<file path="src/rtl/vga_pkg.sv">
// Shared VGA timing defaults, picture-window geometry and the per-pixel flag
// bundle that travels down the scan-out pipeline.
package vga_pkg;

  function automatic int line_total(input int active, input int fp, input int sync, input int bp);
    return active + fp + sync + bp;
  endfunction

  localparam int H_ACTIVE_DEF = 640;
  localparam int H_FP_DEF     = 16;
  localparam int H_SYNC_DEF   = 96;
  localparam int H_BP_DEF     = 48;
  localparam int V_ACTIVE_DEF = 480;
  localparam int V_FP_DEF     = 10;
  localparam int V_SYNC_DEF   = 2;
  localparam int V_BP_DEF     = 33;
  localparam int H_TOTAL_DEF  = line_total(H_ACTIVE_DEF, H_FP_DEF, H_SYNC_DEF, H_BP_DEF);
  localparam int V_TOTAL_DEF  = line_total(V_ACTIVE_DEF, V_FP_DEF, V_SYNC_DEF, V_BP_DEF);

  localparam int PIC_X_DEF = 256;
  localparam int PIC_Y_DEF = 176;
  localparam int PIC_DIM   = 128;

  localparam int CNT_W   = 10;
  localparam int ADDR_W  = 11;
  localparam int PIC_LAT = 1;
  localparam int PIPE    = 3;

  // Active-high per-pixel attributes; sync polarity is applied only at the output.
  typedef struct packed {
    logic       hs;
    logic       vs;
    logic       de;
    logic       frame;
    logic       win;
    logic [2:0] bit_sel;
  } flags_t;

endpackage

</file>
<file path="src/rtl/vga_timing.sv">
// Stage-0 raster counters and the active-high sync/de/frame flags they imply.
module vga_timing
  import vga_pkg::*;
#(
  parameter int H_ACTIVE = H_ACTIVE_DEF,
  parameter int H_FP     = H_FP_DEF,
  parameter int H_SYNC   = H_SYNC_DEF,
  parameter int H_BP     = H_BP_DEF,
  parameter int V_ACTIVE = V_ACTIVE_DEF,
  parameter int V_FP     = V_FP_DEF,
  parameter int V_SYNC   = V_SYNC_DEF,
  parameter int V_BP     = V_BP_DEF
) (
  input  logic             vga_clk,
  input  logic             reset,
  output logic [CNT_W-1:0] hcnt,
  output logic [CNT_W-1:0] vcnt,
  output logic             hs,
  output logic             vs,
  output logic             de,
  output logic             frame
);

  localparam int H_TOTAL = line_total(H_ACTIVE, H_FP, H_SYNC, H_BP);
  localparam int V_TOTAL = line_total(V_ACTIVE, V_FP, V_SYNC, V_BP);

  localparam logic [CNT_W-1:0] H_LAST   = CNT_W'(H_TOTAL - 1);
  localparam logic [CNT_W-1:0] V_LAST   = CNT_W'(V_TOTAL - 1);
  localparam logic [CNT_W-1:0] H_VIS    = CNT_W'(H_ACTIVE);
  localparam logic [CNT_W-1:0] V_VIS    = CNT_W'(V_ACTIVE);
  localparam logic [CNT_W-1:0] HS_START = CNT_W'(H_ACTIVE + H_FP);
  localparam logic [CNT_W-1:0] HS_END   = CNT_W'(H_ACTIVE + H_FP + H_SYNC);
  localparam logic [CNT_W-1:0] VS_START = CNT_W'(V_ACTIVE + V_FP);
  localparam logic [CNT_W-1:0] VS_END   = CNT_W'(V_ACTIVE + V_FP + V_SYNC);

  // NOTE: state registers use non-blocking assignments so every flop samples
  // pre-edge values, independent of the order the always blocks are evaluated.
  always_ff @(posedge vga_clk or posedge reset) begin
    if (reset) begin
      hcnt <= '0;
      vcnt <= '0;
    end else if (hcnt == H_LAST) begin
      hcnt <= '0;
      vcnt <= (vcnt == V_LAST) ? '0 : vcnt + 1'b1;
    end else begin
      hcnt <= hcnt + 1'b1;
    end
  end

  assign hs    = (hcnt >= HS_START) && (hcnt < HS_END);
  assign vs    = (vcnt >= VS_START) && (vcnt < VS_END);
  assign de    = (hcnt < H_VIS) && (vcnt < V_VIS);
  assign frame = (hcnt == '0) && (vcnt == '0);

endmodule

</file>
<file path="src/rtl/pic_scanout.sv">
// Scans a 128x128 monochrome bitmap out of the picture RAM as a 1-bit pixel
// stream with sync/de/frame_start aligned three clocks behind the counters.
module pic_scanout
  import vga_pkg::*;
#(
  parameter int H_ACTIVE = H_ACTIVE_DEF,
  parameter int H_FP     = H_FP_DEF,
  parameter int H_SYNC   = H_SYNC_DEF,
  parameter int H_BP     = H_BP_DEF,
  parameter int V_ACTIVE = V_ACTIVE_DEF,
  parameter int V_FP     = V_FP_DEF,
  parameter int V_SYNC   = V_SYNC_DEF,
  parameter int V_BP     = V_BP_DEF,
  parameter int PIC_X    = PIC_X_DEF,
  parameter int PIC_Y    = PIC_Y_DEF,
  parameter bit SYNC_NEG = 1'b1
) (
  input  logic              vga_clk,
  input  logic              reset,
  output logic [ADDR_W-1:0] picaddr,
  input  logic [7:0]        glyph,
  output logic              hsync,
  output logic              vsync,
  output logic              de,
  output logic              pixel,
  output logic              frame_start
);

  localparam logic [CNT_W-1:0] WX0 = CNT_W'(PIC_X);
  localparam logic [CNT_W-1:0] WX1 = CNT_W'(PIC_X + PIC_DIM);
  localparam logic [CNT_W-1:0] WY0 = CNT_W'(PIC_Y);
  localparam logic [CNT_W-1:0] WY1 = CNT_W'(PIC_Y + PIC_DIM);

  logic [CNT_W-1:0] hcnt, vcnt;
  logic             hs0, vs0, de0, frame0;

  vga_timing #(
    .H_ACTIVE(H_ACTIVE), .H_FP(H_FP), .H_SYNC(H_SYNC), .H_BP(H_BP),
    .V_ACTIVE(V_ACTIVE), .V_FP(V_FP), .V_SYNC(V_SYNC), .V_BP(V_BP)
  ) u_timing (
    .vga_clk(vga_clk),
    .reset  (reset),
    .hcnt   (hcnt),
    .vcnt   (vcnt),
    .hs     (hs0),
    .vs     (vs0),
    .de     (de0),
    .frame  (frame0)
  );

  logic [6:0] wx, wy;
  logic       in_win;
  flags_t     s0, s1, s2;
  flags_t     lat_q [PIC_LAT];

  assign wx     = 7'(hcnt - WX0);
  assign wy     = 7'(vcnt - WY0);
  assign in_win = (hcnt >= WX0) && (hcnt < WX1) && (vcnt >= WY0) && (vcnt < WY1);
  assign s0     = '{hs: hs0, vs: vs0, de: de0, frame: frame0, win: in_win, bit_sel: wx[2:0]};

  // S1: address register; it holds outside the window since no read is needed there.
  always_ff @(posedge vga_clk or posedge reset) begin
    if (reset) begin
      picaddr <= '0;
      s1      <= '0;
    end else begin
      s1 <= s0;
      if (in_win) picaddr <= {wy, wx[6:3]};
    end
  end

  // NOTE: this flag delay line is reset, unlike a data RAM, because stale
  // flags would leak a partial line onto the outputs after a mid-frame reset.
  always_ff @(posedge vga_clk or posedge reset) begin
    if (reset) begin
      for (int i = 0; i < PIC_LAT; i++) lat_q[i] <= '0;
    end else begin
      lat_q[0] <= s1;
      for (int i = 1; i < PIC_LAT; i++) lat_q[i] <= lat_q[i-1];
    end
  end

  assign s2 = lat_q[PIC_LAT-1];

  // S3: glyph is valid here; MSB is the leftmost pixel of each byte.
  always_ff @(posedge vga_clk or posedge reset) begin
    if (reset) begin
      hsync       <= SYNC_NEG;
      vsync       <= SYNC_NEG;
      de          <= 1'b0;
      pixel       <= 1'b0;
      frame_start <= 1'b0;
    end else begin
      hsync       <= s2.hs ^ SYNC_NEG;
      vsync       <= s2.vs ^ SYNC_NEG;
      de          <= s2.de;
      pixel       <= s2.win && s2.de && glyph[3'd7 - s2.bit_sel];
      frame_start <= s2.frame;
    end
  end

endmodule

</file>
<file path="config.mk">
export PLATFORM = sky130hd
export DESIGN_NAME = pic_scanout
export DESIGN_NICKNAME = d
export VERILOG_FILES = /design/src/rtl/vga_pkg.sv /design/src/rtl/vga_timing.sv /design/src/rtl/pic_scanout.sv
export SDC_FILE = /design/constraint.sdc
export NUM_CORES = 1
export LEC_CHECK = 0
export CORE_ASPECT_RATIO = 1.25
export CORE_MARGIN = 3
export CORE_UTILIZATION = 55
export DETAILED_ROUTE_END_ITERATION = 12
export PLACE_DENSITY = 0.87
export SYNTH_ARGS = -nofsm -noshare
export SYNTH_HDL_FRONTEND = slang
export SYNTH_SLANG_ARGS = --single-unit
</file>
<file path="constraint.sdc">
create_clock -name vga_clk -period 2.8 [get_ports vga_clk]
set_clock_uncertainty 0.1 [all_clocks]
set_input_delay 0.7 -clock vga_clk [delete_from_list [all_inputs] [get_ports vga_clk]]
set_output_delay 0.7 -clock vga_clk [all_outputs]
set_load 0.02 [all_outputs]
</file>
* After elaboration in Yosys (flattened, before gate mapping)
Cells that the tools add are included.
Storage, ports and cells: register bits after elaboration 52
Operators by class: $add $sub $neg 5, magnitude comparators 11, equal/unequal tests 2, muxes and demuxes 4, bitwise operators 2, reductions and logical operators 11
Operators by type and width (number):
- 10-bit by 9-bit less-than comparator with 1-bit output, second input constant | 4
- 10-bit by 1-bit adder with 10-bit output, second input constant | 2
- 10-bit equality test, second input constant | 2
- 10-bit by 9-bit greater-or-equal comparator with 1-bit output, second input constant | 2
- 10-bit logical NOT | 2
- 10-bit less-than comparator, second input constant | 2
- 10-bit two-way mux | 2
- 10-bit greater-or-equal comparator, second input constant | 1
- 10-bit by 8-bit greater-or-equal comparator with 1-bit output, second input constant | 1
- 1-bit logical AND | 9
- 7-bit by 1-bit subtractor with 7-bit output, second input constant | 1
- 7-bit by 6-bit subtractor with 7-bit output, second input constant | 1
- 3-bit by 4-bit less-than comparator with 1-bit output, second input constant | 1
- 1-bit binary-select mux with 3-bit select | 1
- 3-bit subtractor, first input constant | 1
- 1-bit inverter | 2
- 1-bit two-way mux | 1

* Logic depth before layout (Yosys ltp)
depth after elaboration 4, mapped depth 7, depth with buffers taken out 6

* Modules after synthesis
From an unflattened synthesis, not the netlist that was laid out.
Unflattened totals: cells, all modules 180, area total of the unflattened synthesis 2293.4 µm²
By module, submodules not included:
- pic_scanout | times used 1, cells each 65, area an instance 1158.6 µm²
- vga_timing | times used 1, cells each 115, area an instance 1134.8 µm²

* Worst setup path after synthesis
No wires, ideal clock.
path kind flip-flop to flip-flop, start point reg u_timing.hcnt[5], end point reg u_timing.vcnt[9], library setup time 0.077 ns, arrival 1.996 ns, data required time 2.623 ns, slack 0.626 ns, stages on the path, launching flop included 6, path through dfrtp_1 > buf_6 > or4b_4 > or3_4 > or4_1 > a21oi_1
On the way: longest elaborated chain between the ends 1
RTL lines:
- start: declaration | line vga_timing.sv:16 | output logic [CNT_W-1:0] hcnt,
- start signal: assignment | line vga_timing.sv:46 | hcnt <= hcnt + 1'b1;
- 10-bit equality test | line vga_timing.sv:42 | end else if (hcnt == H_LAST) begin
- end signal: assignment | line vga_timing.sv:44 | vcnt <= (vcnt == V_LAST) ? '0 : vcnt + 1'b1;
- end: declaration | line vga_timing.sv:17 | output logic [CNT_W-1:0] vcnt,
No other way between the ends. A chain may end at the register's enable or synchronous reset.

* Final worst setup path
Same ends and word-level chain as after synthesis.

==> impl_metrics.json <==
{
  "dr.pass1.iters": 4,
  "grt_pass1_wl_mm": 7.576,
  "drive_above_1_share": 0.1330,
  "r2r-start": "u_timing.hcnt[5]",
  "postCtsResizedCells": 0,
  "setup_viol": 0,
  "fillers": 283,
  "area_delta_synth_final_pct": 18.60,
  "core_mm2": 0.003847,
  "max-slew-margin-rel": 0.5395,
  "required_ps": 2930,
  "switching_power_mw": 0.2549,
  "yosys-top-cells-area": "dfrtp_1, mux2_2, ha_1",
  "dp.final_hpwl_mm": 2.880,
  "io_pins": 26,
  "clock_latency_ps": 310,
  "clock-sinks": 52,
  "totalPowerFinal_mw": 1.286,
  "tightest_slew_ps": 681.5,
  "root_buffer": "clkbuf_8",
  "cts_tree": "done",
  "grt_max_degree": 32,
  "final_area_mm2": 0.002665,
  "cp_data_arrival_time_ps": 2490,
  "wl_per_cell_um": 15.97,
  "fmax_ghz": 0.4232,
  "grt_pass1_vias": 1597,
  "fin_util": 0.6927,
  "p_sw_frac": 0.1983,
  "seq_area_frac_synth": 0.5802,
  "syn-cell-area_mm2": 0.002247,
  "period_share": 0.8438,
  "hp-class": "reg2reg",
  "chipHeight_um": 77.47,
  "combPwrFrac": 0.026,
  "power_frac_seq": 0.584,
  "fp-row-count": 25,
  "p_per_area_mw_per_mm2": 482.5,
  "drc_errors": 0,
  "post-place-ws_ps": 490.2,
  "path_max_fanout": 14,
  "synth_cell_type_count": 41,
  "min_to": "vsync",
  "yosys.area.top_type": "dfrtp_1",
  "drv_cap": 0,
  "synth_flop_cell": "dfrtp_1",
  "htreeDepth": 2,
  "vias_per_cell": 5.713,
  "final-hold-violation-count": 0,
  "hold_depth": 1,
  "async_flop_share": 1.000,
  "start_kind": "register",
  "status": "completed",
  "end_kind": "register",
  "synth.net_count": 209,
  "io_buffers": 25,
  "critPathKind": "reg2reg",
  "min_period_ps": 2363,
  "start_util": 0.5841,
  "placed_cells": 264,
  "routabilityCongestion": 0.9058,
  "first_iter_violations": 76,
  "layout_setup_ws_ps": 437.3,
  "pwr-share-clk": 0.391,
  "postSynthAreaPerCell_um2": 11.77,
  "cts_buffers": 5,
  "leakagePower_nw": 1.206,
  "synth_seq_cells": 52,
  "final_nets": 235,
  "ant_nets": 0,
  "p_int_mw": 1.031,
  "fin_cells": 272,
  "holdWs_ps": 252.1,
  "grtUsageTotal": 0.2035,
  "slew_viol_final": 0,
  "r2r_slack_ps": 440,
  "ff2ff_path_depth": 4,
  "worstReg2RegEnd": "u_timing.vcnt[9]",
  "vias": 1554,
  "clk_pin_slew_ps": 90,
  "clockBufferDepth": 2,
  "hp-start": "lat_q[6]",
  "drt-total-wl_mm": 4.345,
  "tns_ps": 0,
  "synth_edf_count": 0,
  "synth_top_area_frac": 0.5568,
  "antenna_found_initial": 0,
  "grt-ovfl-total": 0,
  "postCtsHoldBufs": 0,
  "syn-instance-count": 191,
  "die_w_um": 63.17,
  "ys_warn_count": 0,
  "peakVddDrop_uv": 383.9,
  "post-cts-setup-buffers": 0,
  "dieArea_mm2": 0.004893,
  "n_antenna_cell": 0,
  "postPlaceCellArea_mm2": 0.002554,
  "rsz0062_at_grt": "no"
}
-- synth_stat cells, drive strengths merged (4+ instances only) --
| library cell | number |
|---|---|
| a21oi | 7 |
| and3 | 4 |
| clkbuf | 5 |
| dfrtp | 50 |
| ha | 8 |
| inv | 13 |
| mux2 | 11 |
| nand2 | 13 |
| nand3 | 10 |
| nand4 | 6 |
| nor2 | 7 |
| nor4 | 6 |
| o21ai | 11 |
| xor2 | 5 |
-- layout by cell type, fill, tap and decap left out, types with 2 or more instances in the layout --
cell type	synthesis	final
dfrtp_1	50	50
clkdlybuf4s50_1	0	25
nand2_1	13	13
inv_1	13	12
mux2_2	11	11
nand3_1	10	10
o21ai_0	10	10
ha_1	8	8
a21oi_1	7	7
nor2_1	7	7
nand4_1	6	6
nor4_1	6	6
xor2_1	5	5
clkbuf_8	0	5
and3_1	4	4
o31ai_1	3	3
xnor2_1	3	3
o22ai_1	2	2
nor4b_1	2	2
mux4_2	2	2
nor3_1	2	2
dfstp_2	2	2
-- worst max-delay path, stage by stage, from the launching register on --
cell	delay (ps)
dfrtp_1	470
or4b_4	580
or3_4	430
or4_1	520
a21oi_1	180
-- state kept, by name, summed over array words and instances, names as in the netlist --
name	flops
picaddr	11
u_timing.hcnt	10
u_timing.vcnt	10
frame_start	1
s1	8
hsync	1
de	1
pixel	1
vsync	1
lat_q	8
-- routing by layer --
layer	wire length (µm)	global-route usage
met3	274	0.05644
met5	0	0
met1	1762	0.2556
met2	2214	0.3326
met4	93	0.08207
-- worst max path at each step --
stage               depth (start not counted)             start                to  slack (ps)
detailed placement                          4  u_timing.hcnt[5]  u_timing.vcnt[9]         490
global route                                4  u_timing.hcnt[5]  u_timing.vcnt[9]         360
global placement                            4  u_timing.hcnt[5]  u_timing.vcnt[9]         550
finish                                      4  u_timing.hcnt[5]  u_timing.vcnt[9]         440
floorplan                                   5  u_timing.hcnt[5]  u_timing.vcnt[9]         630
CTS                                         4  u_timing.hcnt[5]  u_timing.vcnt[9]         450
-- final cells by class --
| cell class | instances | area [µm²] | area share |
|---|---|---|---|
| Timing Repair Buffer | 27 | 277.8 | 0.1042 |
| Clock inverter | 3 | 42.54 | 0.01596 |
| Sequential cell | 52 | 1304 | 0.4892 |
| Tap cell | 54 | 67.56 | 0.02535 |
| Multi-Input combinational cell | 118 | 855.8 | 0.3211 |
| Clock buffer | 5 | 68.82 | 0.02582 |
| Inverter | 13 | 48.80 | 0.01831 |
-- power by group through the flow --
stage / sequential, mW / clock, mW / combinational (mW)
after global placement: 0.765 / 0 / 0.0335
final: 0.750 / 0.502 / 0.0331
after floorplan: 0.765 / 0 / 0.0140
after global routing: 0.751 / 0.549 / 0.0369
after CTS: 0.750 / 0.510 / 0.0346
after detailed placement: 0.765 / 0 / 0.0344
-- logic make-up (layout without fill, tap and decap cells) --
group / after synthesis / after routing / synth area share
xor gates and xnor gates: 8 / 8 / 0.03118
DFF: 52 / 52 / 0.5802
and+or+nand+nor: 62 / 62 / 0.1604
buffers and inverters: 21 / 48 / 0.03897
muxes: 14 / 14 / 0.07962
adders and majority gates: 8 / 8 / 0.04455
AOI/OAI and AO/OA: 26 / 26 / 0.06514
Power figures use the tool's default switching activity.
